==> src/rtl/dram_reset_sequencer_if.sv <==
// rtl/dram_reset_sequencer_if.sv - status/control bundle between the DRAM reset sequencer and its surroundings
//
// Purpose: groups the lock/calibration inputs and the staged-reset and
// health outputs of dram_reset_sequencer into one bundle.
// Signals:
//   clk_in_locked  clock generator lock (asynchronous to the sequencer clock)
//   phy_rdy        PHY calibration complete (synchronous to the sequencer clock)
//   dram_rst       reset to DRAM controller/PHY, active-high
//   user_rst       reset to DRAM user logic, active-high
//   ready          high only while the sequencer is in RUN
//   seq_state      current sequencer state encoding
//   lock_lost_cnt  saturating count of lock losses after lock became stable
//   cal_fail_cnt   saturating count of calibration timeouts
// Modports: master = sequencer side, slave = clock generator / PHY / monitor side.

interface dram_reset_sequencer_if;
    logic       clk_in_locked;
    logic       phy_rdy;
    logic       dram_rst;
    logic       user_rst;
    logic       ready;
    logic [2:0] seq_state;
    logic [7:0] lock_lost_cnt;
    logic [7:0] cal_fail_cnt;

    modport master (
        input  clk_in_locked,
        input  phy_rdy,
        output dram_rst,
        output user_rst,
        output ready,
        output seq_state,
        output lock_lost_cnt,
        output cal_fail_cnt
    );

    modport slave (
        output clk_in_locked,
        output phy_rdy,
        input  dram_rst,
        input  user_rst,
        input  ready,
        input  seq_state,
        input  lock_lost_cnt,
        input  cal_fail_cnt
    );
endinterface

==> src/rtl/dram_reset_sequencer.sv <==
// rtl/dram_reset_sequencer.sv - staged reset release for the DRAM controller/PHY and DRAM user logic
//
// Purpose: waits for a stable clock-generator lock, releases dram_rst, gives
// the PHY a settling delay, then waits (with timeout) for calibration before
// releasing user_rst. Loss of lock restarts the sequence; lock losses and
// calibration timeouts are counted in saturating 8-bit health counters.
// Ports:
//   clk_in  sequencer clock (dram_clk_div)
//   reset   asynchronous active-high reset
//   bus     dram_reset_sequencer_if.master (lock/phy_rdy in, resets/status out)

module dram_reset_sequencer #(
    parameter int unsigned LOCK_HOLD   = 256,
    parameter int unsigned PHY_DELAY   = 16,
    parameter int unsigned CAL_TIMEOUT = 65535
) (
    input  logic                     clk_in,
    input  logic                     reset,
    dram_reset_sequencer_if.master   bus
);

    typedef enum logic [2:0] {
        ST_RESET       = 3'd0,
        ST_WAIT_LOCK   = 3'd1,
        ST_LOCK_STABLE = 3'd2,
        ST_RELEASE     = 3'd3,
        ST_WAIT_CAL    = 3'd4,
        ST_RUN         = 3'd5
    } state_t;

    // Exit compares happen at parameter-1, so cnt never exceeds 65534.
    localparam logic [15:0] LOCK_HOLD_LAST   = 16'(LOCK_HOLD - 1);
    localparam logic [15:0] PHY_DELAY_LAST   = 16'(PHY_DELAY - 1);
    localparam logic [15:0] CAL_TIMEOUT_LAST = 16'(CAL_TIMEOUT - 1);

    state_t      state_q, state_d;
    logic [15:0] cnt_q, cnt_d;
    logic        lock_meta_q;
    logic        lock_s_q;
    logic [7:0]  lock_lost_q, lock_lost_d;
    logic [7:0]  cal_fail_q, cal_fail_d;
    logic        dram_rst_q, dram_rst_d;
    logic        user_rst_q, user_rst_d;
    logic        ready_q, ready_d;

    function automatic logic [7:0] sat_inc(input logic [7:0] v);
        return (v == 8'hFF) ? v : v + 8'd1;
    endfunction

    // Two-flop synchronizer for the asynchronous lock input.
    always_ff @(posedge clk_in or posedge reset) begin
        if (reset) begin
            lock_meta_q <= 1'b0;
            lock_s_q    <= 1'b0;
        end else begin
            lock_meta_q <= bus.clk_in_locked;
            lock_s_q    <= lock_meta_q;
        end
    end

    always_ff @(posedge clk_in or posedge reset) begin
        if (reset) begin
            state_q     <= ST_RESET;
            cnt_q       <= 16'd0;
            lock_lost_q <= 8'd0;
            cal_fail_q  <= 8'd0;
            dram_rst_q  <= 1'b1;
            user_rst_q  <= 1'b1;
            ready_q     <= 1'b0;
        end else begin
            state_q     <= state_d;
            cnt_q       <= cnt_d;
            lock_lost_q <= lock_lost_d;
            cal_fail_q  <= cal_fail_d;
            dram_rst_q  <= dram_rst_d;
            user_rst_q  <= user_rst_d;
            ready_q     <= ready_d;
        end
    end

    always_comb begin
        state_d     = state_q;
        cnt_d       = cnt_q;
        lock_lost_d = lock_lost_q;
        cal_fail_d  = cal_fail_q;

        case (state_q)
            ST_RESET: begin
                state_d = ST_WAIT_LOCK;
                cnt_d   = 16'd0;
            end
            ST_WAIT_LOCK: begin
                if (lock_s_q) begin
                    state_d = ST_LOCK_STABLE;
                    cnt_d   = 16'd0;
                end
            end
            ST_LOCK_STABLE: begin
                // Glitches before lock is proven stable are not counted as losses.
                if (!lock_s_q) begin
                    state_d = ST_WAIT_LOCK;
                    cnt_d   = 16'd0;
                end else if (cnt_q == LOCK_HOLD_LAST) begin
                    state_d = ST_RELEASE;
                    cnt_d   = 16'd0;
                end else begin
                    cnt_d = cnt_q + 16'd1;
                end
            end
            ST_RELEASE: begin
                if (!lock_s_q) begin
                    state_d     = ST_WAIT_LOCK;
                    cnt_d       = 16'd0;
                    lock_lost_d = sat_inc(lock_lost_q);
                end else if (cnt_q == PHY_DELAY_LAST) begin
                    state_d = ST_WAIT_CAL;
                    cnt_d   = 16'd0;
                end else begin
                    cnt_d = cnt_q + 16'd1;
                end
            end
            ST_WAIT_CAL: begin
                // Lock loss outranks both calibration success and timeout.
                if (!lock_s_q) begin
                    state_d     = ST_WAIT_LOCK;
                    cnt_d       = 16'd0;
                    lock_lost_d = sat_inc(lock_lost_q);
                end else if (bus.phy_rdy) begin
                    state_d = ST_RUN;
                end else if (cnt_q == CAL_TIMEOUT_LAST) begin
                    state_d    = ST_LOCK_STABLE;
                    cnt_d      = 16'd0;
                    cal_fail_d = sat_inc(cal_fail_q);
                end else begin
                    cnt_d = cnt_q + 16'd1;
                end
            end
            ST_RUN: begin
                if (!lock_s_q) begin
                    state_d     = ST_WAIT_LOCK;
                    cnt_d       = 16'd0;
                    lock_lost_d = sat_inc(lock_lost_q);
                end else if (!bus.phy_rdy) begin
                    state_d = ST_LOCK_STABLE;
                    cnt_d   = 16'd0;
                end
            end
            default: begin
                state_d = ST_RESET;
                cnt_d   = 16'd0;
            end
        endcase
    end

    // Outputs are decoded from the next state so they register on the same
    // edge as the state itself.
    always_comb begin
        dram_rst_d = 1'b0;
        user_rst_d = 1'b1;
        ready_d    = 1'b0;
        case (state_d)
            ST_RESET, ST_WAIT_LOCK, ST_LOCK_STABLE: dram_rst_d = 1'b1;
            ST_RUN: begin
                user_rst_d = 1'b0;
                ready_d    = 1'b1;
            end
            default: dram_rst_d = 1'b0;
        endcase
    end

    assign bus.dram_rst      = dram_rst_q;
    assign bus.user_rst      = user_rst_q;
    assign bus.ready         = ready_q;
    assign bus.seq_state     = state_q;
    assign bus.lock_lost_cnt = lock_lost_q;
    assign bus.cal_fail_cnt  = cal_fail_q;

endmodule

==> src/flat_wrapper.sv <==
// flat-port wrapper written by rule: the top's interface ports become plain ports
module dram_reset_sequencer_flat 
#(
    parameter int unsigned LOCK_HOLD   = 256,
    parameter int unsigned PHY_DELAY   = 16,
    parameter int unsigned CAL_TIMEOUT = 65535
)
  (clk_in, reset, bus_clk_in_locked, bus_phy_rdy, bus_dram_rst, bus_user_rst, bus_ready, bus_seq_state, bus_lock_lost_cnt, bus_cal_fail_cnt);
  dram_reset_sequencer_if bus_i ();
  input  logic clk_in;
  input  logic reset;
  input wire logic [$bits(bus_i.clk_in_locked)-1:0] bus_clk_in_locked;
  input wire logic [$bits(bus_i.phy_rdy)-1:0] bus_phy_rdy;
  output wire logic [$bits(bus_i.dram_rst)-1:0] bus_dram_rst;
  output wire logic [$bits(bus_i.user_rst)-1:0] bus_user_rst;
  output wire logic [$bits(bus_i.ready)-1:0] bus_ready;
  output wire logic [$bits(bus_i.seq_state)-1:0] bus_seq_state;
  output wire logic [$bits(bus_i.lock_lost_cnt)-1:0] bus_lock_lost_cnt;
  output wire logic [$bits(bus_i.cal_fail_cnt)-1:0] bus_cal_fail_cnt;
  assign bus_i.clk_in_locked = bus_clk_in_locked;
  assign bus_i.phy_rdy = bus_phy_rdy;
  assign bus_dram_rst = bus_i.dram_rst;
  assign bus_user_rst = bus_i.user_rst;
  assign bus_ready = bus_i.ready;
  assign bus_seq_state = bus_i.seq_state;
  assign bus_lock_lost_cnt = bus_i.lock_lost_cnt;
  assign bus_cal_fail_cnt = bus_i.cal_fail_cnt;
  dram_reset_sequencer #(.LOCK_HOLD(LOCK_HOLD), .PHY_DELAY(PHY_DELAY), .CAL_TIMEOUT(CAL_TIMEOUT)) u_core (.clk_in(clk_in), .reset(reset), .bus(bus_i));
endmodule
==> config.mk <==
export PLATFORM = sky130hd
export DESIGN_NAME = dram_reset_sequencer_flat
export DESIGN_NICKNAME = d
export VERILOG_FILES = /design/src/rtl/dram_reset_sequencer_if.sv /design/src/rtl/dram_reset_sequencer.sv /design/src/flat_wrapper.sv
export SDC_FILE = /design/constraint.sdc
export NUM_CORES = 1
export LEC_CHECK = 0
export ABC_AREA = 1
export ABC_CLOCK_PERIOD_IN_PS = 3490
export CORE_MARGIN = 2
export CORE_UTILIZATION = 55
export CTS_CLUSTER_DIAMETER = 150
export DETAILED_ROUTE_END_ITERATION = 8
export PLACE_DENSITY = 0.75
export SYNTH_ARGS = -nofsm -noshare
export SYNTH_HDL_FRONTEND = slang
export SYNTH_SLANG_ARGS = --single-unit
==> constraint.sdc <==
create_clock -name clk_in -period 3.49 [get_ports clk_in]
set_input_delay 0.8725 -clock clk_in [delete_from_list [all_inputs] [get_ports clk_in]]
set_output_delay 0.8725 -clock clk_in [all_outputs]
set_load 0.05 [all_outputs]
Word level (Yosys, flattened, before mapping)
Cells that the tools add are included.
Widths: inputs -> output; s select.
- flip-flop bits (word level): 40
- input bits: 4
- output and inout bits: 22
- logic and storage cells: 64
- add/subtract/negate cells: 3
- eq/ne operators: 16
- mux-type cells: 25
- bitwise logic cells: 4
- reduce and logical (&&, ||, !) cells: 7
- operators by type and width (kind ; count):
    $mux 16 ; 10
    $pmux 16 s5 ; 1
    $mux 3 ; 10
    $pmux 3 s6 ; 1
    $add 16x1->16 const B ; 1
    $add 8x1->8 const B ; 2
    $eq 16x16->1 const B ; 1
    $eq 16x4->1 const B ; 1
    $eq 16x8->1 const B ; 1
    $eq 8x8->1 const B ; 2
    $eq 3x2->1 const B ; 3
    $eq 3x3->1 const B ; 3
    $eq 3x1->1 const B ; 2
    $logic_not 3->1 ; 2
    $ne 3x3->1 const B ; 2
    $reduce_and 3->1 ; 2
    $reduce_or 3->1 ; 2
    $reduce_and 5->1 ; 1
    $not 1->1 ; 4
    $mux 1 ; 3
    $ne 2x1->1 const B ; 1

Logic depth before layout (Yosys ltp)
Gate-level depths: netlist of the first run.
- word-level depth: 8
- depth in mapped cells: 12
- depth with buffers taken out: 11

Worst setup path after synthesis of the first run
No wires, ideal clock.
- path type: flip-flop to flip-flop
- from: register u_core.cal_fail_q[1] (netlist: u_core.bus.cal_fail_cnt[1])
- to: register u_core.cal_fail_q[0] (netlist: u_core.bus.cal_fail_cnt[0])
- setup time: 114 ps
- data arrival time: 1752 ps
- required time: 3376 ps
- setup slack: 1624 ps
- stages on the path, launching flop included: 11
- cells stage by stage: dfrtp_1 ha_1 inv_1 nor2_1 nand3_1 nor3_2 nor2_1 nand3_1 nand2_1 nand2_1 inv_1
- word-level cells in the longest chain between the ends: 3
- ends and longest elaborated chain (what ; RTL line ; RTL):
    start, declared ; dram_reset_sequencer.sv:41 ; logic [7:0] cal_fail_q, cal_fail_d;
    start signal, assigned ; dram_reset_sequencer.sv:74 ; cal_fail_q <= cal_fail_d;
    $eq 8x8->1 ; dram_reset_sequencer.sv:47 ; return (v == 8'hFF) ? v : v + 8'd1;
    $not 1->1 (no line) ; -- ;
    $reduce_and 5->1 (no line) ; -- ;
Every way passes these cells.
A chain may end at the register's enable or synchronous reset.

Final worst setup path of the first run
- from: register u_core.state_q[1] (netlist: u_core.bus.seq_state[1])
- to: output bus_seq_state[1]
- RTL lines (what ; RTL line ; RTL):
    start, declared ; dram_reset_sequencer.sv:36 ; state_t state_q, state_d;
    start signal, assigned ; dram_reset_sequencer.sv:71 ; state_q <= state_d;
    end, declared ; flat_wrapper.sv:17 ; output wire logic [$bits(bus_i.seq_state)-1:0] bus_seq_state;
No word-level cell between the ends.

==> metrics.md, run 1 <==
| Metric | Value |
|---|---|
| Critical Path, Cell by Cell | clkdlybuf4s50_1 |
| Hold Violations, Final | 0 |
| Initial antenna violation count | 0 |
| XOR/XNOR share of the synthesized area | 0.0669 |
| Clk Latency, worst-skew pair | 290 ps |
| Static Leak | 1.50 nW |
| Hold Slack | 357 ps |
| Post-Place Cells | 416 |
| Pre-CTS setup slack | 1060 ps |
| Largest delay contributor family on the critical path | buffers and inverters |
| Syn_area_per_cell | 7.30 um2 |
| Top FF cell, synth | dfrtp_1 |
| Reg clk slew, reported paths | 80 ps |
| Simple-gate share of the synthesized area | 0.388 |
| Crit-path max FO | 7 |
| Via-to-Cell Ratio | 5.00 |
| CTS tree | yes |
| # rows | 24 |
| Post-synth top area share | 0.382 |
| First-pass DRT Iterations | 4 |
| Synth-to-layout area growth | 16.6% |
| Seq cells post-synth | 40 |
| Largest net degree at the start of global routing | 41 |
| Synth cell count leaders | nand2_1 (106), inv_1 (47), dfrtp_1 (38), nor2_1 (36), nand3_1 (28) |
| Power density cells | 483 nW/um2 |
| Initial core utilization | 0.572 |
| RSZ-0062 raised after global routing | false |
| Status | complete, no violations |
| Slew HR | 0.635 |
| Syn_nets | 349 |
| Crit-path slowest cell | clkdlybuf4s50_1 |
| Synth area leaders | dfrtp_1 (38%), nand2_1 (16%), inv_1 (7.1%) |
| Startpoint Class | flop |
| PortBufs | 25 |
| Largest stage delay on the critical path | 870 ps |
| Vias in the first global route | 1919 |
| Final Non-Filler Cells | 424 |
| GRT Util Overall | 0.210 |
| Worst EP arrival | 1670 ps |
| ANT cells | 0 |
| Worst VDD drop | 0.000326 V |
| Nets@finish | 379 |
| Setup_tns | 0 ps |
| Yosys warns | 0 |
| Netlist Area Pre-Place | 2490 um2 |
| Top Ports | 26 |
| WP data required | 2620 ps |
| Max Freq | 393 MHz |
| Inserted Clock Buffers | 5 |
| CTS root buf | clkbuf_8 |
| Sequential-to-total area share from yosys stat | 0.403 |
| Share of layout cells above drive strength 1 | 0.0968 |
| Fin crit period | 2540 ps |
| Remaining DRCs | 0 |
| Yosys cell types | 30 |
| Main combinational cell family by area after synthesis | simple AND/OR/NAND/NOR gates |
| Most common cell in the netlist | nand2_1 |
| Fin util | 0.667 |
| Count of pins over their slew limit | 0 |
| Cts hold-fix bufs | 0 |
| Worst Clk Skew | 7.64 ps |
| Slew @ Worst Pin | 547 ps |
| Yosys top cell by area | dfrtp_1 |
| Post-synthesis compound-gate area fraction | 0.0387 |
| Final instance area | 2900 um2 |
| Post-route clock period utilization | 0.728 |
| Total die area | 5080 um2 |
| Worst hold-check path type | flop to flop |
| Grt total ovfl | 0 |
| 1st-iter DRT viols | 118 |
| Worst Setup End Kind | primary output |
| HPWL after detailed placement | 3600 um |
| Die Y | 71.3 um |
| Mux share of post-synthesis cell area | 0 |
| Clock net sink count | 40 |
| Die Width | 71.3 um |
| Gpl congestion | 0.882 |
| Max clock buf depth | 2 |
| Synth Area in Adders | 0.0201 |
| Antenna Nets Post-Route | 0 |
| Worst path buffer plus inverter count | 1 |
| Via count | 2120 |
| Post-synth EDFFs | 0 |
| Async set-reset flop share out of synthesis | 1.00 |
| Final wirelength | 4890 um |
| Final Worst Setup Slack | 948 ps |
| Post-CTS sizing | 0 |
| Area after DPL | 2800 um2 |
| Final Setup Violations | 0 |
| MaxCap Viol Count | 0 |
| Total power | 1.40 mW |
| Crit path kind | flop to primary output |
| Htree depth | 2 |
| First-pass GRT wire length | 8510 um |
| Cells after synthesis | 341 |
| Placeable Area | 4350 um2 |
| Wire per inst | 11.5 um |
| Post-CTS setup repair buffer count | 0 |
[routing by layer]
layer | track usage | vias up | share of wire
li1 | - | 1123 | -
met1 | 0.302 | 951 | 0.50
met2 | 0.321 | 39 | 0.44
met3 | 0.0450 | 7 | 0.037
met4 | 0.0629 | 0 | 0.017
met5 | 0 | - | 0
[cells in the final DEF, fill, tap and decap left out]
cell and n:
nor2_1 36, nand3_1 28, clkbuf_1 1, o21bai_1 2, inv_1 47, nor3_1 8
a211oi_1 1, nand2_1 106, dfrtp_1 38, inv_2 4, nand2_2 7, buf_4 1
nand3_2 1, nand3b_1 2, bufinv_16 1, xor2_1 15, nor2_8 1, xnor2_1 4
clkinv_2 1, nor3_2 1, nand2_4 1, clkdlybuf4s50_1 25, o21ai_0 8, dfstp_2 2
a21oi_1 2, o21ai_2 2, nor2_2 4, clkbuf_8 5, nand4_1 8, ha_1 4
o22ai_1 1, nor3_4 2, nor2_4 3
[power breakdown]
group	leakage [nW]	switching, mW	internal [mW]
clock network	0.0552	0.165	0.212
logic	0.919	0.314	0.136
registers	0.527	0.0631	0.512
[flip-flops by register name, indices dropped and copies added, names as in the netlist]
| register | count |
|---|---|
| u_core.cnt_q | 16 |
| u_core.bus.cal_fail_cnt | 8 |
| u_core.bus.lock_lost_cnt | 8 |
| u_core.bus.seq_state | 3 |
| u_core.bus.dram_rst | 1 |
| u_core.bus.ready | 1 |
| u_core.bus.user_rst | 1 |
| u_core.lock_meta_q | 1 |
| u_core.lock_s_q | 1 |
[cell type report]
class / instances / area [um2]
Clock buffer: 6 / 72.6
Clock inverter: 2 / 35.0
Fill cell: 369 / 1450
Inverter: 51 / 191
Multi-Input combinational cell: 247 / 1280
Sequential cell: 40 / 1000
Tap cell: 52 / 65.1
Timing Repair Buffer: 26 / 258
[cell families (layout without fill, tap and decap cells)]
logic type,after synthesis,after routing
XOR/XNOR,19,19
AND/OR/NAND/NOR,208,208
flip-flops,40,40
adder cells (fa/ha/maj),4,4
buffers and inverters,54,85
AO/OA/AOI/OAI,16,16
[path summary, 6_finish.rpt]
path	from	end	slack, ps	cells after the start
min in group asynchronous	reset	u_core.cnt_q[2]	1000	3
setup reg to reg	u_core.lock_s_q	u_core.bus.cal_fail_cnt[4]	1580	7
max in group asynchronous	reset	u_core.bus.dram_rst	2140	3
hold / removal	u_core.lock_meta_q	u_core.lock_s_q	360	0
hold reg to reg	u_core.lock_meta_q	u_core.lock_s_q	360	0
setup / recovery	u_core.bus.seq_state[1]	bus_seq_state[1]	950	1
No activity file was read; power rests on OpenSTA's default activity.
==> run 2: changes to the inputs <==
--- a/config.mk
+++ b/config.mk
@@ -6,12 +6,12 @@
 export NUM_CORES = 1
 export LEC_CHECK = 0
 export ABC_AREA = 1
-export ABC_CLOCK_PERIOD_IN_PS = 3490
+export ABC_CLOCK_PERIOD_IN_PS = 2300
 export CORE_MARGIN = 2
-export CORE_UTILIZATION = 55
+export CORE_UTILIZATION = 51
 export CTS_CLUSTER_DIAMETER = 150
 export DETAILED_ROUTE_END_ITERATION = 8
-export PLACE_DENSITY = 0.75
+export PLACE_DENSITY = 0.73
 export SYNTH_ARGS = -nofsm -noshare
 export SYNTH_HDL_FRONTEND = slang
 export SYNTH_SLANG_ARGS = --single-unit
==> constraint.sdc (replaced) <==
create_clock -name clk_in -period 2.3 [get_ports clk_in]
set_input_delay 0.575 -clock clk_in [delete_from_list [all_inputs] [get_ports clk_in]]
set_output_delay 0.575 -clock clk_in [all_outputs]
set_load 0.05 [all_outputs]
==> run 2 against run 1 <==
Net effect: via count fell by 0.28%; critical path depth stayed put; sequential share of layout area decreased by 0.16 points; global-route usage down 0.95 points; worst hold slack improved by 2.5 ps; register-to-register slack worse by 1200 ps; worst setup slack got worse by 850 ps; core utilization decreased by 4.9 points; sequential power is 51% higher; sequential cell count did not move; critical endpoint is now bus_user_rst; largest power group unchanged; first-iteration DRC count is 12% higher.
==> metrics.md, run 2 (synthesis gave the netlist of run 1 again) <==
| Metric | Value |
|---|---|
| Largest stage delay on the critical path | 800 ps |
| Post-route clock period utilization | 0.957 |
| P_int | 1.20 mW |
| Die Y | 73.9 um |
| Fillcell total | 425 |
| Largest delay contributor family on the critical path | buffers and inverters |
| First-pass DRT Iterations | 4 |
| Htree depth | 2 |
| Vias in the first global route | 1919 |
| 1st-iter DRT viols | 132 |
| Reg-to-reg endpoint | u_core.cnt_q[2] |
| RSZ-0062 raised after global routing | false |
| Startpoint Class | flop |
| Grt total ovfl | 0 |
| Status | complete, no violations |
| Critical Path, Cell by Cell | clkdlybuf4s50_1 |
| Post-CTS sizing | 0 |
| Final Worst Setup Slack | 97.9 ps |
| Worst Clk Skew | 13.6 ps |
| Pre-CTS setup slack | 176 ps |
| Reg2Reg Launch Point | u_core.cnt_q[1] |
| Static Leak | 1.52 nW |
| Seq pwr share | 0.427 |
| Clock net sink count | 40 |
| Via-to-Cell Ratio | 4.80 |
| WP data required | 1730 ps |
| # rows | 25 |
| Worst VDD drop | 0.000639 V |
| Total die area | 5450 um2 |
| Worst EP arrival | 1630 ps |
| Setup_tns | 0 ps |
| Wire per inst | 11.1 um |
| GRT Util Overall | 0.201 |
| Crit-path slowest cell | clkdlybuf4s50_1 |
| Most common cell after layout, fill and taps aside | nand2_1 |
| CTS tree | yes |
| First-pass GRT wire length | 8510 um |
| Antenna Nets Post-Route | 0 |
| ANT cells | 0 |
| Power density cells | 700 nW/um2 |
| Worst hold-check path type | flop to flop |
| Instance count on the critical path | 1 |
| Nets@finish | 380 |
| Combinational share of power | 0.337 |
| Max FFs per register | 16 |
| Largest net degree at the start of global routing | 41 |
| CP startpoint | u_core.bus.user_rst |
| Crit path kind | flop to primary output |
| Initial antenna violation count | 0 |
| Top Ports | 26 |
| Via count | 2114 |
| Cells on worst reg2reg path | 10 |
| Clock network power share | 0.236 |
| Final Setup Violations | 0 |
| Die Width | 73.9 um |
| Cts hold-fix bufs | 0 |
| Slew @ Worst Pin | 507 ps |
| Max clock buf depth | 2 |
| MaxCap Viol Count | 0 |
| Hold Violations, Final | 0 |
| Sw power | 0.842 mW |
| Commonest cells after routing, fill and taps aside | nand2_1 (106), inv_1 (47), dfrtp_1 (38) |
| R2r setup slk | 380 ps |
| Footprint of the multi-input gates | 1280 um2 |
| Share of layout cells above drive strength 1 | 0.102 |
| Worst Setup End Kind | primary output |
| Largest Register | u_core.cnt_q |
| Fin crit period | 2200 ps |
| Crit-path max FO | 1 |
| Reg clk slew, reported paths | 90 ps |
| CTS root buf | clkbuf_8 |
| Worst path buffer plus inverter count | 1 |
| HPWL after detailed placement | 3710 um |
| Post-CTS setup repair buffer count | 0 |
| End of the critical path | bus_user_rst |
| Max Freq | 454 MHz |
| PortBufs | 25 |
| Slew HR | 0.661 |
| Net Sw Frac | 0.412 |
| Sequential Area | 1000 um2 |
| Remaining DRCs | 0 |
| Count of pins over their slew limit | 0 |
| Synth-to-layout area growth | 17.2% |
| Final wirelength | 4900 um |
| Gpl congestion | 0.871 |
| Placeable Area | 4720 um2 |
| Clk Latency, worst-skew pair | 300 ps |
| Initial core utilization | 0.527 |
| Inserted Clock Buffers | 5 |
==> run 2: cell count changes in the layout (fill, tap and decap cells not counted), sizes merged <==
cell / delta
clkdlybuf4s50: -2
dlymetal6s2s: +2
buf: +1
bufinv: -1
clkbuf: -1
clkinvlp: +1
inv: +1
==> run 2: power groups by stage <==
stage | clock [mW] | combinational, mW | sequential [mW]
finish | 0.481 | 0.689 | 0.872
global route | 0.529 | 0.755 | 0.889
CTS | 0.500 | 0.696 | 0.872
detailed placement | 0 | 0.692 | 0.885
global placement | 0 | 0.684 | 0.883
floorplan | 0 | 0.303 | 1.06
==> run 2: how the worst min path moves through the flow <==
| stage | start | endpoint | slack (ps) | depth (start not counted) |
|---|---|---|---|---|
| after global routing | u_core.lock_meta_q | u_core.lock_s_q | 370 | 0 |
| after CTS | u_core.lock_meta_q | u_core.lock_s_q | 360 | 0 |
| after detailed placement | u_core.lock_meta_q | u_core.lock_s_q | 340 | 0 |
| after floorplan | u_core.lock_meta_q | u_core.lock_s_q | 330 | 0 |
| final | u_core.lock_meta_q | u_core.lock_s_q | 360 | 0 |
| after global placement | u_core.lock_meta_q | u_core.lock_s_q | 340 | 0 |
==> run 2: routing by layer <==
metal,vias to the layer above,global-route usage,part of all wire
li1,1123,-,-
met1,943,0.291,0.48
met2,41,0.305,0.46
met3,7,0.0343,0.042
met4,0,0.0626,0.012
met5,-,0,0
==> run 2: cell type report <==
class | count | share of cell area
multi-input cells | 247 | 0.438
flip-flops and latches | 40 | 0.344
repair buffers | 27 | 0.0927
inverters | 51 | 0.0656
well taps | 67 | 0.0287
clock buffers | 5 | 0.0236
clock inverters | 3 | 0.00729
==> run 2: stage by stage <==
step	instances	utilization	total power [mW]	hold WS (ps)	instance area (um2)
final	440	0.617	2.04	359	2920
after global routing	440	0.617	2.17	373	2920
after CTS	440	0.616	2.07	362	2910
after detailed placement	432	0.597	1.58	341	2820
after global placement	432	0.597	1.57	335	2820
after floorplan	341	-	1.37	331	2490
